==> src/rtl/axi4_lite_pkg.sv <==
// Shared AXI4-Lite definitions: response codes and master FSM state encoding.
// Latency: none (types and constants only).
// Backpressure: not applicable.
package axi4_lite_pkg;

    localparam logic [1:0] RESP_OKAY   = 2'b00;
    localparam logic [1:0] RESP_EXOKAY = 2'b01;
    localparam logic [1:0] RESP_SLVERR = 2'b10;
    localparam logic [1:0] RESP_DECERR = 2'b11;

    typedef enum logic [2:0] {
        ST_IDLE    = 3'd0,
        ST_WR_REQ  = 3'd1,
        ST_WR_RESP = 3'd2,
        ST_RD_REQ  = 3'd3,
        ST_RD_RESP = 3'd4,
        ST_RSP     = 3'd5
    } master_state_t;

endpackage

==> src/rtl/axi4_lite_master.sv <==
// Single-outstanding AXI4-Lite initiator: one cmd in, one AXI transaction, one rsp beat out.
// Latency: zero-wait slave gives cmd accept at edge N, rsp_valid from cycle N+3 (4-cycle minimum turnaround).
// Backpressure: cmd_ready only in IDLE; rsp_* held stable until rsp_ready; AXI valids held until handshake.
//
// Ports:
//   clk, rst                      clock, asynchronous active-high reset
//   cmd_valid/ready/write/addr/wdata/wstrb   command stream (wdata/wstrb ignored for reads)
//   rsp_valid/ready/write/rdata/resp         response stream (rdata forced to 0 for writes)
//   aw*, w*, b*, ar*, r*          AXI4-Lite master channels; awprot/arprot tied to PROT
module axi4_lite_master
    import axi4_lite_pkg::*;
#(
    parameter logic [2:0] PROT = 3'b000
) (
    input  logic        clk,
    input  logic        rst,

    input  logic        cmd_valid,
    output logic        cmd_ready,
    input  logic        cmd_write,
    input  logic [31:0] cmd_addr,
    input  logic [31:0] cmd_wdata,
    input  logic [3:0]  cmd_wstrb,

    output logic        rsp_valid,
    input  logic        rsp_ready,
    output logic        rsp_write,
    output logic [31:0] rsp_rdata,
    output logic [1:0]  rsp_resp,

    output logic [31:0] awaddr,
    output logic [2:0]  awprot,
    output logic        awvalid,
    input  logic        awready,
    output logic [31:0] wdata,
    output logic [3:0]  wstrb,
    output logic        wvalid,
    input  logic        wready,
    input  logic [1:0]  bresp,
    input  logic        bvalid,
    output logic        bready,

    output logic [31:0] araddr,
    output logic [2:0]  arprot,
    output logic        arvalid,
    input  logic        arready,
    input  logic [31:0] rdata,
    input  logic [1:0]  rresp,
    input  logic        rvalid,
    output logic        rready
);

    master_state_t r_state;

    logic        r_awvalid;
    logic        r_wvalid;
    logic        r_bready;
    logic        r_arvalid;
    logic        r_rready;
    logic        r_aw_done;
    logic        r_w_done;
    logic [31:0] r_awaddr;
    logic [31:0] r_wdata;
    logic [3:0]  r_wstrb;
    logic [31:0] r_araddr;
    logic        r_rsp_valid;
    logic        r_rsp_write;
    logic [31:0] r_rsp_rdata;
    logic [1:0]  r_rsp_resp;

    logic w_aw_fire;
    logic w_w_fire;
    logic w_aw_complete;
    logic w_w_complete;

    assign w_aw_fire     = r_awvalid & awready;
    assign w_w_fire      = r_wvalid & wready;
    // A channel counts as complete if it finished earlier or is finishing on this edge.
    assign w_aw_complete = r_aw_done | w_aw_fire;
    assign w_w_complete  = r_w_done  | w_w_fire;

    always_ff @(posedge clk or posedge rst) begin
        if (rst) begin
            r_state     <= ST_IDLE;
            r_awvalid   <= 1'b0;
            r_wvalid    <= 1'b0;
            r_bready    <= 1'b0;
            r_arvalid   <= 1'b0;
            r_rready    <= 1'b0;
            r_aw_done   <= 1'b0;
            r_w_done    <= 1'b0;
            r_awaddr    <= '0;
            r_wdata     <= '0;
            r_wstrb     <= '0;
            r_araddr    <= '0;
            r_rsp_valid <= 1'b0;
            r_rsp_write <= 1'b0;
            r_rsp_rdata <= '0;
            r_rsp_resp  <= '0;
        end else begin
            case (r_state)
                ST_IDLE: begin
                    if (cmd_valid) begin
                        if (cmd_write) begin
                            r_awaddr    <= cmd_addr;
                            r_wdata     <= cmd_wdata;
                            r_wstrb     <= cmd_wstrb;
                            r_awvalid   <= 1'b1;
                            r_wvalid    <= 1'b1;
                            r_aw_done   <= 1'b0;
                            r_w_done    <= 1'b0;
                            r_rsp_write <= 1'b1;
                            r_state     <= ST_WR_REQ;
                        end else begin
                            r_araddr    <= cmd_addr;
                            r_arvalid   <= 1'b1;
                            r_rsp_write <= 1'b0;
                            r_state     <= ST_RD_REQ;
                        end
                    end
                end

                ST_WR_REQ: begin
                    if (w_aw_fire) begin
                        r_awvalid <= 1'b0;
                        r_aw_done <= 1'b1;
                    end
                    if (w_w_fire) begin
                        r_wvalid <= 1'b0;
                        r_w_done <= 1'b1;
                    end
                    if (w_aw_complete && w_w_complete) begin
                        r_bready <= 1'b1;
                        r_state  <= ST_WR_RESP;
                    end
                end

                ST_WR_RESP: begin
                    if (bvalid) begin
                        r_bready    <= 1'b0;
                        r_rsp_resp  <= bresp;
                        r_rsp_rdata <= '0;
                        r_rsp_valid <= 1'b1;
                        r_state     <= ST_RSP;
                    end
                end

                ST_RD_REQ: begin
                    if (arready) begin
                        r_arvalid <= 1'b0;
                        r_rready  <= 1'b1;
                        r_state   <= ST_RD_RESP;
                    end
                end

                ST_RD_RESP: begin
                    if (rvalid) begin
                        r_rready    <= 1'b0;
                        r_rsp_resp  <= rresp;
                        r_rsp_rdata <= rdata;
                        r_rsp_valid <= 1'b1;
                        r_state     <= ST_RSP;
                    end
                end

                ST_RSP: begin
                    if (rsp_ready) begin
                        r_rsp_valid <= 1'b0;
                        r_state     <= ST_IDLE;
                    end
                end

                default: begin
                    r_state <= ST_IDLE;
                end
            endcase
        end
    end

    assign cmd_ready = (r_state == ST_IDLE);
    assign awprot    = PROT;
    assign arprot    = PROT;

    assign awaddr    = r_awaddr;
    assign awvalid   = r_awvalid;
    assign wdata     = r_wdata;
    assign wstrb     = r_wstrb;
    assign wvalid    = r_wvalid;
    assign bready    = r_bready;
    assign araddr    = r_araddr;
    assign arvalid   = r_arvalid;
    assign rready    = r_rready;
    assign rsp_valid = r_rsp_valid;
    assign rsp_write = r_rsp_write;
    assign rsp_rdata = r_rsp_rdata;
    assign rsp_resp  = r_rsp_resp;

endmodule

==> config.mk <==
export PLATFORM = sky130hd
export DESIGN_NAME = axi4_lite_master
export DESIGN_NICKNAME = d
export VERILOG_FILES = /design/src/rtl/axi4_lite_pkg.sv /design/src/rtl/axi4_lite_master.sv
export SDC_FILE = /design/constraint.sdc
export NUM_CORES = 1
export LEC_CHECK = 0
export ABC_AREA = 1
export BUFFER_PORTS_ARGS = -buffer_cell sky130_fd_sc_hd__buf_2
export CORE_ASPECT_RATIO = 0.9
export CORE_MARGIN = 10
export CORE_UTILIZATION = 41
export CTS_CLUSTER_SIZE = 25
export DETAILED_ROUTE_END_ITERATION = 8
export MAX_ROUTING_LAYER = met4
export PLACE_DENSITY = 0.77
export SLEW_MARGIN = 20
export SYNTH_ARGS = -nofsm -noshare
export SYNTH_HDL_FRONTEND = slang
export SYNTH_SLANG_ARGS = --single-unit
==> constraint.sdc <==
create_clock -name clk -period 5 [get_ports clk]
set_input_delay 1 -clock clk [delete_from_list [all_inputs] [get_ports clk]]
set_output_delay 1 -clock clk [all_outputs]
set_load 0.1 [all_outputs]
==> flow_summary_export.csv, run 1 <==
group,metric,value,unit
cts,cts.sinks,146,
detailed_routing,antenna_left,0,
detailed_routing,drc,0,
detailed_routing,via_per_inst,4.58,
die,die_w,147,um
run,maxCapViolations,0,
timing,slew_headroom,36.7,%
logic_synthesis,ys_types,23,
layout,final_layout_size_suffix_gt1_share,32.9,%
die,start_util,42.0,%
setup_path,cp_slowest_cell,"dfrtp_1",
timing,tightest_slew,944,ps
layout,final_common_cell,"nand2_1",
setup_path,rr_worst_depth,7,
logic_synthesis,synth_top_cell_by_area,"dfrtp_1",
cts,clk_root_buffer_cell,"clkbuf_16",
global_route,grt_overflow,0,
place,place.gp.congestion,0.861,
cts,ctsResizeCount,0,
cts,cts_hold_buf,0,
cts,cts_made_buffers,17,
die,num_rows,41,
timing,fin_setup_tns,0,ps
place,io_buffers,255,
place,hpwlAfterDp,12900,um
cts,post-cts-setup-buffers,0,
global_route,grt_pass1_wl,28100,um
setup_path,start_kind,"flop",
cts,clockBufferDepth,2,
layout,multi_input_area,0.00194,mm^2
logic_synthesis,netlist.area_leader.share,61.6,%
logic_synthesis,netlist_area,0.00593,mm^2
logic_synthesis,synth-seq-cells,146,
setup_path,path_cells,"nor2_8, nand2_2, inv_2, buf_2",
layout,num_antenna_cells,0,
timing,rsz0062_at_grt,"no",
logic_synthesis,ys_seq_area_share,61.6,%
timing,finalHoldViolations,0,
timing,post-route-min-period,2680,ps
timing,setup_violations,0,
detailed_routing,dr.pass1.iters,5,
layout,syn2layout_area_growth,33.1,%
cts,insertion_delay,420,ps
logic_synthesis,synth_cells,682,
setup_path,cpPeakStageDelay,500,ps
cts,cts_tree,"done",
timing,fmax,373,MHz
global_route,antenna_found_initial,0,
setup_path,cp_max_fo,8,
status,status,"complete, no violations",
logic_synthesis,yosysWarnings,0,
global_route,grtUsageTotal,18.3,%
die,ios,262,
detailed_routing,drt_iter0_drc,232,
cts,clk_pin_slew,60,ps
layout,layout_common_cells,"397 x nand2_1, 255 x buf_2, 146 x dfrtp_1",
hold_path,min_path_cells,2,
timing,fin_skew,12.6,ps
logic_synthesis,syn-mean-instance-area,8.70,um^2
setup_path,arrival,1680,ps
detailed_routing,wl_per_cell,15.6,um
setup_path,critPathCaptureType,"primary output",
layout,fill_cells,1253,
timing,slew_violations,0,
layout,nets,1043,
setup_path,cp.required,4000,ps
detailed_routing,drt_wl_total,17700,um
die,design.core.area,0.0141,mm^2
logic_synthesis,yosys-top-cells-area,"dfrtp_1 62%, nand2_1 25%, nand3_1 3.8%, buf_4 1.6%, buf_6 1.5%",
detailed_routing,routed-via-count,5195,
die,die_y,134,um
global_route,first_global_vias,5301,
setup_path,crit_type,"flop to primary output",
die,die_area,0.0197,mm^2
cts,cts_max_level,4,
layout,register_area,0.00365,mm^2
timing,fin_crit_sh,53.6,%
hold_path,hold_class,"flop to flop",
global_route,grt_max_degree,77,
cells in the mapped netlist, drive strengths merged:
cell and number:
nand3 46, buf 34, nor2 11, conb 1, inv 24, clkbuf 3, nand4 3, dfrtp 146
clkinv 1, nand2 402, o22ai 1, a21oi 1, and2 1, o21ai 8
sequential cells by signal, summed over array words and instances (netlist names), 2 cells and up:
| register | cells |
|---|---|
| rsp_resp | 2 |
| wdata | 32 |
| awaddr | 32 |
| wstrb | 4 |
| rsp_rdata | 32 |
| araddr | 32 |
| r_state | 3 |
per-stage QoR:
stage / util (%) / hold slack, ps / area, um^2 / setup slack [ps] / cells
global placement: 51.4 / 450 / 7250 / 2560 / 1103
floorplan: - / 442 / 5950 / 77.0 / 687
global route: 55.9 / 485 / 7890 / 2250 / 1134
finish: 55.9 / 463 / 7890 / 2320 / 1134
detailed placement: 51.4 / 453 / 7250 / 2480 / 1103
CTS: 55.9 / 468 / 7890 / 2300 / 1134
worst max-delay path: cells and delay by family (launching register included):
kind	cells	cell delay (ps)
buffers and inverters	2	510
DFF	1	500
and+or+nand+nor	2	260
final cells by class:
class / count / area share (%)
clock buffers: 20 / 5.91
repair buffers: 260 / 16.6
well taps: 193 / 3.06
clock inverters: 11 / 2.20
multi-input cells: 479 / 24.6
flip-flops and latches: 146 / 46.3
inverters: 25 / 1.28
kinds of logic after synthesis:
family / Yosys count / synth area share (%)
simple gates: 463 / 31.4
other cells: 1 / 0.0632
compound gates: 10 / 0.865
flops: 146 / 61.6
buf+inv: 62 / 6.07
metal layers:
metal,track usage (%),vias up,part of all wire [%]
met1,21.5,2398,43
met4,5.11,0,1.3
li1,-,2566,-
met2,28.7,213,47
met5,-,-,0
met3,7.20,18,8.6
path summary, 6_finish.rpt:
kind                                        start                        end  slack [ps]
setup reg to reg           r_state[0]$_DFFE_PP0P_    rsp_resp[1]$_DFFE_PP0P_        2820
hold / removal             araddr[22]$_DFFE_PP0P_     araddr[22]$_DFFE_PP0P_         460
setup / recovery           r_state[0]$_DFFE_PP0P_                  cmd_ready        2320
min in group asynchronous                     rst  rsp_rdata[10]$_DFFE_PP0P_         700
max in group asynchronous                     rst     awaddr[12]$_DFFE_PP0P_        3360
hold reg to reg            araddr[22]$_DFFE_PP0P_     araddr[22]$_DFFE_PP0P_         460
Power of run 1 is left out: the tool's default activity adds up to more than one toggle a clock period on the data nets, which glitch-free logic cannot reach.
==> inputs of run 2 (changes only) <==
--- a/config.mk
+++ b/config.mk
@@ -13,7 +13,7 @@
 export CTS_CLUSTER_SIZE = 25
 export DETAILED_ROUTE_END_ITERATION = 8
 export MAX_ROUTING_LAYER = met4
-export PLACE_DENSITY = 0.77
+export PLACE_DENSITY = 0.74
 export SLEW_MARGIN = 20
 export SYNTH_ARGS = -nofsm -noshare
 export SYNTH_HDL_FRONTEND = slang
==> constraint.sdc (replaced) <==
create_clock -name clk -period 2.7 [get_ports clk]
set_input_delay 0.54 -clock clk [delete_from_list [all_inputs] [get_ports clk]]
set_output_delay 0.54 -clock clk [all_outputs]
set_load 0.1 [all_outputs]
==> run 2 against run 1 <==
  * Clock skew shrank 2.7 ps
  * Wire length grew 1.6%
  * Die area is the same
  * Via count grew 1.2%
  * Register-to-register slack lost 2200 ps
  * Final cell count is essentially flat
  * Design area shrank 0.84%
  * Largest cell class unchanged
  * Sequential share of layout area grew 0.39 points
  * Clock-buffer cell count grew 2
==> flow_summary_export.csv, run 2 (synthesized netlist as in run 1, its figures left out) <==
group,metric,value,unit
cts,insertion_delay,410,ps
setup_path,critPathCaptureType,"primary output",
die,die_w,147,um
setup_path,regToRegSetupSlack,670,ps
layout,final_common_cell,"nand2_1",
timing,tightest_slew,900,ps
global_route,grtUsageTotal,18.7,%
timing,fin_setup_tns,0,ps
die,die_y,134,um
layout,fin_cells,1135,
cts,ctsResizeCount,0,
setup_path,cp_max_fo,8,
die,num_rows,41,
detailed_routing,drt_iter0_drc,288,
detailed_routing,routed-via-count,5255,
setup_path,cp.required,2160,ps
place,dp.cells,1104,
cts,clk_root_buffer_cell,"clkbuf_16",
global_route,grt_pass1_wl,28500,um
die,ios,262,
layout,fin_area,0.00783,mm^2
cts,cts_max_level,4,
timing,fin_hold_ws,299,ps
detailed_routing,via_per_inst,4.63,
global_route,grt_max_degree,147,
cts,post-cts-setup-buffers,0,
timing,post-route-min-period,2220,ps
cts,cts_made_buffers,17,
cts,cts_hold_buf,0,
layout,num_antenna_cells,0,
cts,cts.sinks,146,
place,dpl_cell_area,0.00727,mm^2
layout,syn2layout_area_growth,31.9,%
die,start_util,42.0,%
status,status,"complete, no violations",
timing,fin_crit_sh,82.2,%
place,place.gp.congestion,0.832,
timing,rsz0062_at_grt,"no",
setup_path,r2r-start,"r_state[0]$_DFFE_PP0P_",
global_route,first_global_vias,5271,
place,hpwlAfterDp,13100,um
detailed_routing,antenna_left,0,
detailed_routing,drc,0,
timing,fmax,450,MHz
cts,clk_pin_slew,60,ps
detailed_routing,wl_per_cell,15.8,um
run,maxCapViolations,0,
detailed_routing,drt_wl_total,18000,um
die,design.core.area,0.0141,mm^2
cts,clockBufferDepth,2,
setup_path,arrival,1680,ps
die,die_area,0.0197,mm^2
hold_path,hold_class,"input port to asynchronous set/reset pin",
timing,slew_violations,0,
layout,final_layout_size_suffix_gt1_share,32.8,%
setup_path,crit_type,"flop to primary output",
global_route,grt_overflow,0,
timing,slew_headroom,39.6,%
timing,fin_skew,9.87,ps
timing,setup_violations,0,
layout,layout_common_cells,"397 x nand2_1, 255 x buf_2, 146 x dfrtp_1",
layout,nets,1044,
setup_path,rr_worst_depth,7,
global_route,antenna_found_initial,0,
setup_path,start_kind,"flop",
place,io_buffers,255,
setup_path,regToRegEndpoint,"rsp_resp[1]$_DFFE_PP0P_",
detailed_routing,dr.pass1.iters,6,
cts,cts_tree,"done",
timing,finalHoldViolations,0,
run 2: changes by cell type in the layout (fill, tap and decap cells not counted), sizes merged:
cell / previous run / this run
buf: 260 / 261
bufinv: 4 / 1
clkbuf: 20 / 22
clkinvlp: 0 / 4
inv: 27 / 24
run 2: worst max path at each step:
stage | startpoint | endpoint | slack (ps) | cells after the start
2_1_floorplan | rst | araddr[0]$_DFFE_PP0P_ | 330 | 1
3_3_place_gp | r_state[0]$_DFFE_PP0P_ | rsp_resp[1]$_DFFE_PP0P_ | 740 | 7
3_5_place_dp | r_state[0]$_DFFE_PP0P_ | rsp_resp[1]$_DFFE_PP0P_ | 660 | 7
4_1_cts | r_state[0]$_DFFE_PP0P_ | cmd_ready | 460 | 4
5_1_grt | r_state[0]$_DFFE_PP0P_ | cmd_ready | 390 | 4
6_report | r_state[0]$_DFFE_PP0P_ | cmd_ready | 480 | 4
run 2: critical path, cell delays in order (launching register included):
cell,delay (ps)
dfrtp_1,500
nor2_8,180
nand2_2,80
inv_2,80
buf_2,430
run 2: layer usage:
metal  GRT usage, %  part of all wire [%]  up-vias
met2           28.3                    47      247
met3           8.37                    10       17
met5              -                     0        -
met4           4.33                   1.2        0
li1               -                     -     2566
met1           22.5                    42     2425
run 2: cell type report:
type / instances / area (um^2)
sequential: 146 / 3650
timing repair buffer: 261 / 1330
multi-input combinational: 479 / 1940
tap: 193 / 241
fill: 1313 / 6280
inverter: 25 / 100
clock inverter: 9 / 81.3
clock buffer: 22 / 474
run 2: metrics by stage:
| stage | util (%) | worst slack, ps |
|---|---|---|
| final | 55.5 | 480 |
| after detailed placement | 51.5 | 657 |
| after floorplan | - | 327 |
| after global routing | 55.5 | 393 |
| after global placement | 51.5 | 742 |
| after CTS | 55.5 | 458 |
Power of run 2 is left out for the same reason.
==> inputs of run 3 (changes only) <==
--- a/config.mk
+++ b/config.mk
@@ -13,7 +13,7 @@
 export CTS_CLUSTER_SIZE = 25
 export DETAILED_ROUTE_END_ITERATION = 8
 export MAX_ROUTING_LAYER = met4
-export PLACE_DENSITY = 0.74
+export PLACE_DENSITY = 0.77
 export SLEW_MARGIN = 20
 export SYNTH_ARGS = -nofsm -noshare
 export SYNTH_HDL_FRONTEND = slang
==> constraint.sdc (replaced) <==
create_clock -name clk -period 1.8 [get_ports clk]
set_input_delay 0.36 -clock clk [delete_from_list [all_inputs] [get_ports clk]]
set_output_delay 0.36 -clock clk [all_outputs]
set_load 0.1 [all_outputs]
==> run 3 against run 2 <==
  * Clock skew is 1.6 ps lower
  * Sequential share of layout area is 2.1 points lower
  * Non-clock buffer count is 8 higher
  * First-iteration DRC count up 36%
==> flow_summary_export.csv, run 3 (synthesized netlist as in run 1, its figures left out) <==
group,metric,value,unit
setup_path,cp_max_fo,4,
cts,cts_made_buffers,17,
cts,clk_root_buffer_cell,"clkbuf_16",
timing,rsz0062_at_grt,"no",
detailed_routing,antenna_left,0,
timing,finalHoldViolations,0,
cts,cts_tree,"done",
hold_path,hold_class,"input port to flop",
layout,final_layout_size_suffix_gt1_share,33.6,%
layout,layout_common_cells,"397 x nand2_1, 254 x buf_2, 145 x dfrtp_1",
global_route,grt_max_degree,61,
setup_path,critPathCaptureType,"primary output",
timing,fin_skew,8.28,ps
setup_path,path_cells,"nor2_8, nand2_2, inv_4, buf_12",
layout,syn2layout_area_growth,38.1,%
place,hpwlAfterDp,13200,um
cts,clk_pin_slew,60,ps
global_route,first_global_vias,5449,
global_route,grt_pass1_wl,28500,um
setup_path,cpPeakStageDelay,450,ps
setup_path,cp.required,1440,ps
die,start_util,42.0,%
setup_path,start_kind,"flop",
cts,cts.sinks,146,
setup_path,rr_worst_depth,9,
run,maxCapViolations,0,
hold_path,min_path_cells,3,
setup_path,cp.buffers_inverters,2,
global_route,grt_overflow,0,
timing,fmax,587,MHz
cts,clockBufferDepth,2,
detailed_routing,drt_iter0_drc,392,
detailed_routing,drt_wl_total,17700,um
place,dp.cells,1109,
setup_path,cp_slowest_cell,"dfrtp_2",
setup_path,arrival,1340,ps
timing,slew_headroom,65.1,%
global_route,antenna_found_initial,1,
place,io_buffers,255,
cts,cts_max_level,4,
timing,fin_crit_sh,94.6,%
die,design.core.area,0.0141,mm^2
die,die_area,0.0197,mm^2
global_route,grtUsageTotal,18.5,%
die,ios,262,
layout,fin_cells,1144,
die,num_rows,41,
detailed_routing,dr.pass1.iters,4,
detailed_routing,via_per_inst,4.60,
timing,post-route-min-period,1700,ps
setup_path,crit_type,"flop to primary output",
layout,final_common_cell,"nand2_1",
die,die_y,134,um
setup_path,cp_num_cells,4,
layout,nets,1052,
setup_path,cp_top_family,"flip-flops",
detailed_routing,routed-via-count,5257,
timing,setup_violations,0,
status,status,"complete, no violations",
timing,slew_violations,0,
place,place.gp.congestion,0.928,
timing,tightest_slew,527,ps
detailed_routing,drc,0,
cts,insertion_delay,420,ps
detailed_routing,wl_per_cell,15.5,um
die,die_w,147,um
==> run 3: changes by cell type in the layout (fill, tap and decap cells not counted), moves of 2 or more <==
cell | before | now
buf_12 | 1 | 8
inv_4 | 1 | 3
inv_2 | 6 | 4
bufinv_16 | 1 | 10
clkinv_4 | 0 | 2
clkbuf_8 | 3 | 0
clkinvlp_4 | 4 | 1
clkinv_2 | 4 | 1
clkbuf_1 | 2 | 0
==> run 3: tightest hold or removal path, stage by stage <==
cell	delay (ps)
buf_2	70
nand2_1	40
nand2_1	50
==> run 3: path summary, 6_finish.rpt <==
kind	startpoint	end	slack [ps]
max	r_state[0]$_DFFE_PP0P_	cmd_ready	100
min	cmd_wdata[14]	wdata[14]$_DFFE_PP0P_	140
max reg2reg	r_state[0]$_DFFE_PP0P_	rsp_rdata[6]$_DFFE_PP0P_	200
min reg2reg	awaddr[10]$_DFFE_PP0P_	awaddr[10]$_DFFE_PP0P_	460
max in group asynchronous	rst	araddr[21]$_DFFE_PP0P_	630
min in group asynchronous	rst	wdata[30]$_DFFE_PP0P_	520
==> run 3: per-stage QoR <==
step                setup TNS [ps]  hold WS, ps  utilization [%]  area [um^2]  setup slack [ps]
global placement                 0          411             52.5         7400               120
finish                           0          139             58.0         8190              96.4
global route                     0          124             58.0         8190              27.4
detailed placement               0          407             52.5         7400              42.8
CTS                              0          127             57.9         8170              41.5
floorplan                   -57380          442                -         5960              -393
==> run 3: what timing repair did <==
action | CTS | global route
hold buffers | 1 | 0
pin swaps | 0 | 0
setup endpoints to repair | 1 | 15
resized for setup | 1 | 2
hold endpoints to repair | 15 | 0
buffers inserted | 0 | 2
==> run 3: cell type report <==
type / instances / area [um^2]
Antenna cell: 1 / 2.50
Clock buffer: 17 / 425
Clock inverter: 14 / 332
Fill cell: 1266 / 5920
Inverter: 25 / 105
Multi-Input combinational cell: 479 / 1940
Sequential cell: 146 / 3650
Tap cell: 193 / 241
Timing Repair Buffer: 269 / 1490
==> run 3: per-layer routing <==
| metal | GRT usage (%) | vias up | share of wire [%] |
|---|---|---|---|
| li1 | - | 2579 | - |
| met1 | 21.6 | 2467 | 42 |
| met2 | 29.4 | 188 | 49 |
| met3 | 6.93 | 23 | 7.9 |
| met4 | 5.17 | 0 | 1.2 |
| met5 | - | - | 0 |
Power of run 3 is left out for the same reason.
